$ cat config.mk
export PLATFORM = sky130hd
export DESIGN_NAME = wf_7seg_scan_ser
export DESIGN_NICKNAME = d
export VERILOG_FILES = /design/src/rtl/wf_7seg_scan_ser.sv
export SDC_FILE = /design/constraint.sdc
export NUM_CORES = 1
export LEC_CHECK = 0
export CORE_MARGIN = 1.5
export CORE_UTILIZATION = 50
export DETAILED_ROUTE_END_ITERATION = 16
export GPL_ROUTABILITY_DRIVEN = 0
export PLACE_DENSITY_LB_ADDON = 0.08
export SETUP_SLACK_MARGIN = 0.1
export SYNTH_ARGS = -nofsm -noshare
export SYNTH_HDL_FRONTEND = slang
export SYNTH_SLANG_ARGS = --single-unit
$ cat constraint.sdc
create_clock -name clk -period 5.7 [get_ports clk]
set_input_delay 1.71 -clock clk [delete_from_list [all_inputs] [get_ports clk]]
set_output_delay 1.71 -clock clk [all_outputs]
set_load 0.005 [all_outputs]
$ cat src/rtl/wf_7seg_scan_ser.sv
// wf_7seg_scan_ser: scanning driver for serial-shift multi-digit 7-segment
// displays. One slot (digit or colon) is refreshed per scan_enable tick by
// shifting a 16-bit frame {segment byte, digit byte} MSB first, then pulsing
// LOAD.
// Optional feature macro: WF_7SEG_DIM_EN (brightness input and frame-counter
// based dimming by dark frames).
module wf_7seg_scan_ser #(
    parameter int N_DIGITS = 4,
    parameter int CLK_DIV  = 1,
    parameter int COLON_EN = 1
) (
    input  logic                  clk,
    input  logic                  rst_n,
    input  logic                  scan_enable,
    input  logic [4*N_DIGITS-1:0] digits,
    input  logic [N_DIGITS-1:0]   dp_mask,
    input  logic [N_DIGITS-1:0]   blank_mask,
    input  logic [1:0]            colon_mode,
`ifdef WF_7SEG_DIM_EN
    input  logic [3:0]            brightness,
`endif
    output logic                  SCLK,
    output logic                  DOUT,
    output logic                  LOAD,
    output logic                  busy,
    output logic                  overrun
);

    localparam int NS     = N_DIGITS + COLON_EN;
    localparam int SLOT_W = $clog2(NS + 1);
    localparam int DIV_W  = $clog2(2 * CLK_DIV + 1);

    localparam logic [SLOT_W-1:0] SLOT_LAST  = SLOT_W'(NS - 1);
    localparam logic [SLOT_W-1:0] SLOT_COLON = SLOT_W'(N_DIGITS);
    localparam logic [DIV_W-1:0]  DIV_LAST   = DIV_W'(CLK_DIV - 1);
    // LATCH runs 2*CLK_DIV+1 cycles: a CLK_DIV+1 cycle settle with SCLK low,
    // then CLK_DIV cycles of LOAD high.
    localparam logic [DIV_W-1:0]  LOAD_ON    = DIV_W'(CLK_DIV + 1);
    localparam logic [DIV_W-1:0]  LATCH_LAST = DIV_W'(2 * CLK_DIV);

    typedef enum logic [1:0] {
        ST_IDLE,
        ST_SHIFT,
        ST_LATCH
    } state_t;

    state_t            state_q,   state_d;
    logic [SLOT_W-1:0] slot_q,    slot_d;
    logic [15:0]       shifter_q, shifter_d;
    logic [DIV_W-1:0]  div_q,     div_d;
    logic [3:0]        bit_q,     bit_d;
    logic              sclk_q,    sclk_d;
    logic              dout_q,    dout_d;
    logic              load_q,    load_d;
    logic              busy_q,    busy_d;
    logic              overrun_q, overrun_d;
`ifdef WF_7SEG_DIM_EN
    logic [3:0]        fcnt_q,    fcnt_d;
`endif

    logic [7:0]  seg_byte;
    logic [7:0]  dig_byte;
    logic [15:0] frame;
    logic [DIV_W-1:0] div_inc;

    // Active-low hex font, bit order {dp,g,f,e,d,c,b,a}; dp left dark here.
    function automatic logic [7:0] hex_font(input logic [3:0] v);
        logic [7:0] s;
        case (v)
            4'h0: s = 8'hC0;
            4'h1: s = 8'hF9;
            4'h2: s = 8'hA4;
            4'h3: s = 8'hB0;
            4'h4: s = 8'h99;
            4'h5: s = 8'h92;
            4'h6: s = 8'h82;
            4'h7: s = 8'hF8;
            4'h8: s = 8'h80;
            4'h9: s = 8'h90;
            4'hA: s = 8'h88;
            4'hB: s = 8'h83;
            4'hC: s = 8'hC6;
            4'hD: s = 8'hA1;
            4'hE: s = 8'h86;
            default: s = 8'h8E;
        endcase
        return s;
    endfunction

    // Frame for the current slot, built from the live inputs (snapshot taken on accept).
    always_comb begin
        seg_byte = 8'hFF;
        dig_byte = 8'h00;
        for (int i = 0; i < N_DIGITS; i++) begin
            if (slot_q == SLOT_W'(i)) begin
                seg_byte = hex_font(digits[4*i +: 4]);
                if (dp_mask[i]) begin
                    seg_byte[7] = 1'b0;
                end
                if (blank_mask[i]) begin
                    seg_byte = 8'hFF;
                end
                dig_byte = 8'h01 << i;
            end
        end
        if (COLON_EN != 0 && slot_q == SLOT_COLON) begin
            case (colon_mode)
                2'b00:   seg_byte = 8'hFC;
                2'b01:   seg_byte = 8'hFE;
                2'b10:   seg_byte = 8'hFD;
                default: seg_byte = 8'hFF;
            endcase
            dig_byte = 8'h80;
        end
`ifdef WF_7SEG_DIM_EN
        if (fcnt_q >= brightness) begin
            dig_byte = 8'h00;
        end
`endif
        frame = {seg_byte, dig_byte};
    end

    // Next-state and next-output logic for the IDLE/SHIFT/LATCH sequencer.
    always_comb begin
        state_d   = state_q;
        slot_d    = slot_q;
        shifter_d = shifter_q;
        div_d     = div_q;
        bit_d     = bit_q;
        sclk_d    = sclk_q;
        dout_d    = dout_q;
        load_d    = load_q;
        overrun_d = 1'b0;
`ifdef WF_7SEG_DIM_EN
        fcnt_d    = fcnt_q;
`endif
        div_inc   = div_q + DIV_W'(1);

        case (state_q)
            ST_IDLE: begin
                if (scan_enable) begin
                    shifter_d = frame;
                    dout_d    = frame[15];
                    sclk_d    = 1'b0;
                    bit_d     = 4'd0;
                    div_d     = '0;
                    state_d   = ST_SHIFT;
                    slot_d    = (slot_q == SLOT_LAST) ? '0 : slot_q + SLOT_W'(1);
`ifdef WF_7SEG_DIM_EN
                    fcnt_d    = fcnt_q + 4'd1;
`endif
                end
            end
            ST_SHIFT: begin
                overrun_d = scan_enable;
                if (div_q == DIV_LAST) begin
                    div_d = '0;
                    if (!sclk_q) begin
                        sclk_d = 1'b1;
                    end else begin
                        // Falling SCLK edge: next bit goes out while SCLK is low.
                        sclk_d = 1'b0;
                        if (bit_q == 4'd15) begin
                            state_d = ST_LATCH;
                        end else begin
                            shifter_d = shifter_q << 1;
                            dout_d    = shifter_d[15];
                            bit_d     = bit_q + 4'd1;
                        end
                    end
                end else begin
                    div_d = div_inc;
                end
            end
            ST_LATCH: begin
                overrun_d = scan_enable;
                if (div_q == LATCH_LAST) begin
                    div_d   = '0;
                    load_d  = 1'b0;
                    state_d = ST_IDLE;
                end else begin
                    div_d  = div_inc;
                    load_d = (div_inc >= LOAD_ON);
                end
            end
            default: begin
                state_d = ST_IDLE;
                load_d  = 1'b0;
                sclk_d  = 1'b0;
            end
        endcase

        busy_d = (state_d != ST_IDLE);
    end

    // State and registered outputs; reset aborts any frame in flight without LOAD.
    always_ff @(posedge clk or negedge rst_n) begin
        if (!rst_n) begin
            state_q   <= ST_IDLE;
            slot_q    <= '0;
            shifter_q <= '0;
            div_q     <= '0;
            bit_q     <= '0;
            sclk_q    <= 1'b0;
            dout_q    <= 1'b0;
            load_q    <= 1'b0;
            busy_q    <= 1'b0;
            overrun_q <= 1'b0;
`ifdef WF_7SEG_DIM_EN
            fcnt_q    <= '0;
`endif
        end else begin
            state_q   <= state_d;
            slot_q    <= slot_d;
            shifter_q <= shifter_d;
            div_q     <= div_d;
            bit_q     <= bit_d;
            sclk_q    <= sclk_d;
            dout_q    <= dout_d;
            load_q    <= load_d;
            busy_q    <= busy_d;
            overrun_q <= overrun_d;
`ifdef WF_7SEG_DIM_EN
            fcnt_q    <= fcnt_d;
`endif
        end
    end

    assign SCLK    = sclk_q;
    assign DOUT    = dout_q;
    assign LOAD    = load_q;
    assign busy    = busy_q;
    assign overrun = overrun_q;

endmodule

==> results of run 1 <==
[per-layer routing]
layer / share of wire (%) / wire (um) / up-vias
li1: - / - / 1347
met4: 0.64 / 45 / 0
met2: 43 / 3030 / 73
met5: 0 / 0 / -
met3: 5.0 / 352 / 8
met1: 51 / 3570 / 1292
[state kept, by name, indices dropped and copies added, names as in the netlist]
name	flops
state_q	2
overrun	1
LOAD	1
div_q	2
slot_q	3
DOUT	1
SCLK	1
shifter_q	15
busy	1
bit_q	4
[worst max-delay path: stages]
cell and delay [ns]:
clkdlybuf4s50_1 0.54, nor2b_1 0.14, nor3_4 0.37, o21ai_0 0.54
or3_1 0.51, a21oi_1 0.15
[layout by cell type (no fill, tap or decap), types with 3 or more instances in the layout]
cell,Yosys,routed
ha_1,42,42
o21ai_0,38,38
clkdlybuf4s50_1,0,33
dfrtp_1,31,31
nor2_1,27,27
nand2_1,24,24
inv_1,23,23
a21oi_1,22,22
nor2b_1,18,18
nand3_1,10,10
nor3_1,9,9
mux2_2,8,8
mux2i_1,7,7
a22oi_1,6,6
clkbuf_8,0,6
nor3b_1,5,5
a31oi_1,5,5
a221oi_1,4,4
o22ai_1,4,4
a211oi_1,4,4
a22o_1,4,4
o31ai_1,3,3
a221oi_2,3,3
a211o_1,3,3
[cell type report]
class	count	area, sq um
clock buffers	6	82.6
clock inverters	1	5.00
fillers	553	2460
inverters	23	86.3
multi-input cells	285	2080
flip-flops and latches	31	776
well taps	75	93.8
repair buffers	34	338
[worst max path at each step]
stage | start | end | slack [ns] | cells past startpoint
2_1_floorplan | digits[1] | shifter_q[11] | 2.54 | 7
3_3_place_gp | scan_enable | bit_q[3] | 1.76 | 6
3_5_place_dp | scan_enable | bit_q[3] | 1.67 | 6
4_1_cts | scan_enable | bit_q[3] | 1.96 | 6
5_1_grt | scan_enable | bit_q[3] | 1.71 | 6
6_report | scan_enable | bit_q[3] | 1.95 | 6
[per-stage QoR]
step	total power, W	instances	instance area, sq um	hold slack, ns	setup slack (ns)
CTS	0.00126	455	3460	0.483	1.96
detailed placement	0.00107	448	3370	0.468	1.67
floorplan	0.000903	357	3060	0.445	2.54
finish	0.00126	455	3460	0.482	1.95
global placement	0.00107	448	3370	0.466	1.76
global route	0.00137	455	3460	0.497	1.71
[logic make-up after synthesis]
kind of cell / count (synthesis)
buffers and inverters: 41
adder cells (fa/ha/maj): 42
AND/OR/NAND/NOR: 111
AO/OA/AOI/OAI: 115
flip-flops: 31
multiplexers: 17
[power by group through the flow]
stage               clock [W]  combinational [W]  sequential [W]
floorplan                   0           0.000539        0.000364
global placement            0           0.000685        0.000383
detailed placement          0           0.000688        0.000386
CTS                  0.000181           0.000692        0.000383
global route         0.000190           0.000783        0.000396
finish               0.000177           0.000694        0.000385
==> run_results.csv, run 1 <==
group,metric,value,unit
yosys,synth_top_area_share,25.4,%
timing,fmaxAchievable,266,MHz
yosys,synth-adder-area-share,17.2,%
global_route,grt_overflow,0,
yosys,synthTopCellsByCount,"ha_1 (42), o21ai_0 (38), dfrtp_1 (31)",
timing,fin_skew,0.00242,ns
setup_path,start_kind,"input pin",
global_route,grt_util_met1,33.7,%
yosys,synth_mux_area_share,6.71,%
clock_network,root_buffer,"clkbuf_8",
floorplanning,coreArea,5920,sq um
global_route,use_met2,34.9,%
global_route,grt_max_degree,32,
setup_path,r2r-start,"state_q[1]",
yosys,syn-mean-instance-area,8.57,sq um
yosys,yosys_most_used_dff,"dfrtp_1",
final_layout,layout-drive-gt1-share,7.11,%
setup_path,timing.rr.end,"bit_q[3]",
setup_path,crit_type,"in2reg",
timing,slew_viol_final,0,
final_layout,syn_to_final_growth,13.1,%
clock_network,postCtsHoldBufs,0,
yosys,synth_area_leaders,"dfrtp_1 (25%), ha_1 (17%), o21ai_0 (6.2%), nor2b_1 (3.7%), a21oi_1 (3.6%)",
route,detail_route.iter0.violations,168,
worst_hold_path,hold_end,"shifter_q[1]",
timing,finalSetupViolCount,0,
power,netSwitchingPower,0.000558,W
timing,rsz0062_at_grt,"false",
global_route,grt_pass1_wl,11.7,mm
setup_path,crit_fanout,11,
power,switching_share,44.4,%
yosys,synth-seq-cells,31,
yosys,syn_nets,428,
floorplanning,initial_core_util,51.6,%
yosys,syn_inst,357,
clock_network,cts_setup_buffers,0,
yosys,synth_top_family_by_area,"compound AO/OA/AOI/OAI gates",
route,dr.pass1.iters,5,
yosys,yosysMostFrequentCell,"ha_1",
setup_path,r2r_cells,7,
yosys,async_flop_share,100,%
clock_network,cts_tree,"built",
yosys,synth_compound_area_share,25.1,%
power,p_clk_share,14.1,%
yosys,yosys_warnings,0,
global_route,antenna_found_initial,0,
clock_network,cts.sinks,31,
timing,hold_viol,0,
power,combinationalPowerShare,55.3,%
clock_network,cts-resized-gates,0,
floorplanning,io_pins,34,
yosys,ys_types,57,
route,vias,2720,
run_status,outcome,"completed",
route,totalWireLength,6.99,mm
floorplanning,std_cell_rows,28,
route,drc,0,
timing,min_period_over_period,65.8,%
clock_network,clkTransAtPathRegs,0.06,ns
final_layout,nets,451,
yosys,syn_area,3060,sq um
timing,tightestPinTransition,1.26,ns
placement,placement.io_buffers,33,
clock_network,clockBufferDepth,2,
yosys,yosys.area.top_type,"dfrtp_1",
final_layout,antenna_cells,0,
power,leakage,1.50,nW
route,routedWlPerCell,15.4,um
clock_network,cts_buffers,5,
global_route,grtUsageMet3,4.16,%
power,p_int,0.000698,W
timing,finalSetupTns,0,ns
power,power_density,363,nW/um^2
yosys,synthSimpleGateAreaFrac,18.9,%
yosys,synth-edff-count,0,
route,vias_per_cell,5.98,
timing,fin_crit,3.75,ns
power,irDropWorstVdd,0.176,mV
job,maxCapViolations,0,
yosys,synth_xor_area_share,0,%
power,power.share.sequential,30.6,%
clock_network,htreeDepth,2,
worst_hold_path,hold_class,"reg2reg",
yosys,yosysSeqAreaShare,25.4,%
setup_path,cp_data_required_time,5.90,ns
setup_path,end_kind,"flip-flop",
global_route,grt_usage,22.9,%
floorplanning,dieWidth,81.2,um
final_layout,finish.utilization,58.4,%
setup_path,crit_arrival,3.96,ns
floorplanning,die_height,81.2,um
worst_hold_path,worstHoldStart,"shifter_q[1]",
global_route,grt.busiest_layer,"met2",
setup_path,rrSetupSlack,2.52,ns
global_route,grt_pass1_vias,2438,
clock_network,insertion_delay,0.28,ns
timing,slew_headroom,15.3,%
route,ant_nets,0,
placement,dpl.hpwl,5.22,mm
floorplanning,dieArea,6590,sq um
worst_hold_path,holdPathStages,2,
(Power assumes the default switching activity.)
==> inputs of run 2 (changes only) <==
clock period = 3.23 ns   (was 5.7 ns; I/O delays follow)
==> run_results.csv, run 2 (synthesis gave the netlist of run 1 again) <==
group,metric,value,unit
clock_network,postCtsHoldBufs,0,
floorplanning,dieArea,6590,sq um
final_layout,largest_reg_flops,15,
route,drc,0,
final_layout,fillers,527,
floorplanning,dieWidth,81.2,um
timing,fin_hold_ws,0.480,ns
timing,finalSetupTns,0,ns
timing,min_period_over_period,85.6,%
route,totalWireLength,7.36,mm
clock_network,htreeDepth,2,
clock_network,clockBufferDepth,2,
final_layout,syn_to_final_growth,17.7,%
clock_network,cts.sinks,31,
run_status,outcome,"completed",
floorplanning,std_cell_rows,28,
global_route,grt_overflow,0,
placement,placement.io_buffers,33,
global_route,grt_usage,23.7,%
setup_path,crit_type,"in2reg",
floorplanning,coreArea,5920,sq um
setup_path,critPathSlowestCell,"clkdlybuf4s50_1",
job,maxCapViolations,0,
route,vias_per_cell,5.91,
power,leakage,1.59,nW
placement,place_ws,0.164,ns
floorplanning,initial_core_util,51.6,%
final_layout,layout.cells.most_common,"ha_1",
placement,place_area,3480,sq um
clock_network,cts-resized-gates,0,
timing,fin_skew,0.00614,ns
power,power_density,665,nW/um^2
route,wl_met2,3.33,mm
timing,rsz0062_at_grt,"false",
timing,finalSetupViolCount,0,
global_route,grt_pass1_wl,12.1,mm
final_layout,fin_area,3600,sq um
route,highest_layer,"met4",
setup_path,cp_slowest_stage_delay,0.60,ns
setup_path,crit_fanout,7,
placement,dpl.hpwl,5.56,mm
placement,place_inst,463,
worst_hold_path,hold_class,"reg2reg",
setup_path,path_cells,"clkdlybuf4s50_1 -> inv_1 -> ha_1 -> inv_1 -> mux4_2 -> nor2b_1 -> nor4b_1 -> a221o_1",
timing,slew_viol_final,0,
power,irDropWorstVdd,0.405,mV
setup_path,crit_arrival,2.94,ns
route,dr_wl_met3,350,um
timing,fmaxAchievable,362,MHz
route,routedWlPerCell,15.6,um
floorplanning,die_height,81.2,um
floorplanning,io_pins,34,
setup_path,cpMostUsedCell,"inv_1",
setup_path,start_kind,"input pin",
timing,fin_crit,2.76,ns
clock_network,root_buffer,"clkbuf_8",
route,detail_route.iter0.violations,231,
clock_network,cts_setup_buffers,0,
timing,slew_headroom,58.7,%
global_route,grt_pass1_vias,2488,
final_layout,max_flop_register,"shifter_q",
final_layout,final_cell_mix,"ha_1 (42), o21ai_0 (38), clkdlybuf4s50_1 (33)",
route,vias,2785,
final_layout,antenna_cells,0,
global_route,grt_max_degree,32,
final_layout,layout-drive-gt1-share,10.9,%
route,ant_nets,0,
timing,hold_viol,0,
clock_network,insertion_delay,0.29,ns
clock_network,clkTransAtPathRegs,0.07,ns
timing,finalWorstSetupSlack,0.466,ns
global_route,antenna_found_initial,0,
final_layout,layout.cells.non_filler,471,
clock_network,cts_buffers,5,
timing,tightestPinTransition,0.612,ns
clock_network,cts_tree,"built",
setup_path,end_kind,"flip-flop",
route,met1Wirelength,3.61,mm
final_layout,nets,466,
setup_path,cp_data_required_time,3.41,ns
route,dr.pass1.iters,5,
final_layout,top_regs,"shifter_q: 15 flops, bit_q: 4 flops, slot_q: 3 flops",
## run 2: metal layers
metal | up-vias | global-route usage (%)
li1 | 1381 | -
met1 | 1317 | 34.6
met2 | 77 | 37.1
met3 | 10 | 3.48
met4 | 0 | 4.66
met5 | - | 0
## run 2: final cells by class
| class | count | area, sq um | area share (%) |
|---|---|---|---|
| Multi-Input combinational cell | 285 | 2080 | 57.7 |
| Sequential cell | 31 | 776 | 21.6 |
| Tap cell | 75 | 93.8 | 2.61 |
| Clock buffer | 6 | 82.6 | 2.29 |
| Timing Repair Buffer | 49 | 450 | 12.5 |
| Inverter | 23 | 86.3 | 2.40 |
| Clock inverter | 2 | 35.0 | 0.973 |
## run 2: power by group
group	internal (W)	switching (W)
Sequential	0.000550	0.000131
Clock	0.000250	0.000158
Combinational	0.000571	0.000733
## run 2: worst paths after layout
path	startpoint	to	slack (ns)	cells past startpoint
worst max-delay path	digits[8]	shifter_q[11]	0.47	8
worst min-delay path	shifter_q[1]	shifter_q[1]	0.48	2
worst max register to register	state_q[0]	shifter_q[11]	0.89	7
worst min register to register	shifter_q[1]	shifter_q[1]	0.48	2
max in group asynchronous	rst_n	slot_q[0]	1.85	2
min in group asynchronous	rst_n	shifter_q[14]	1.07	2
## run 2: metrics by stage
| stage | util [%] | total power [W] |
|---|---|---|
| 6_report | 60.8 | 0.00239 |
| 5_1_grt | 60.8 | 0.00258 |
| 4_1_cts | 60.8 | 0.00239 |
| 3_5_place_dp | 58.8 | 0.00197 |
| 3_3_place_gp | 58.8 | 0.00195 |
| 2_1_floorplan | - | 0.00159 |
## run 2: worst max-delay path, delay by kind of cell
kind	cells	cell delay, ns
fa+ha+maj	1	0.31
mux	1	0.44
simple gates	2	0.18
compound gates	1	0.27
buf+inv	3	0.78
==> inputs of run 3 (changes only) <==
CAP_MARGIN = 10   (was default)
==> results of run 3 <==
No change in the layout: final DEF, timing and power equal those of run 2.
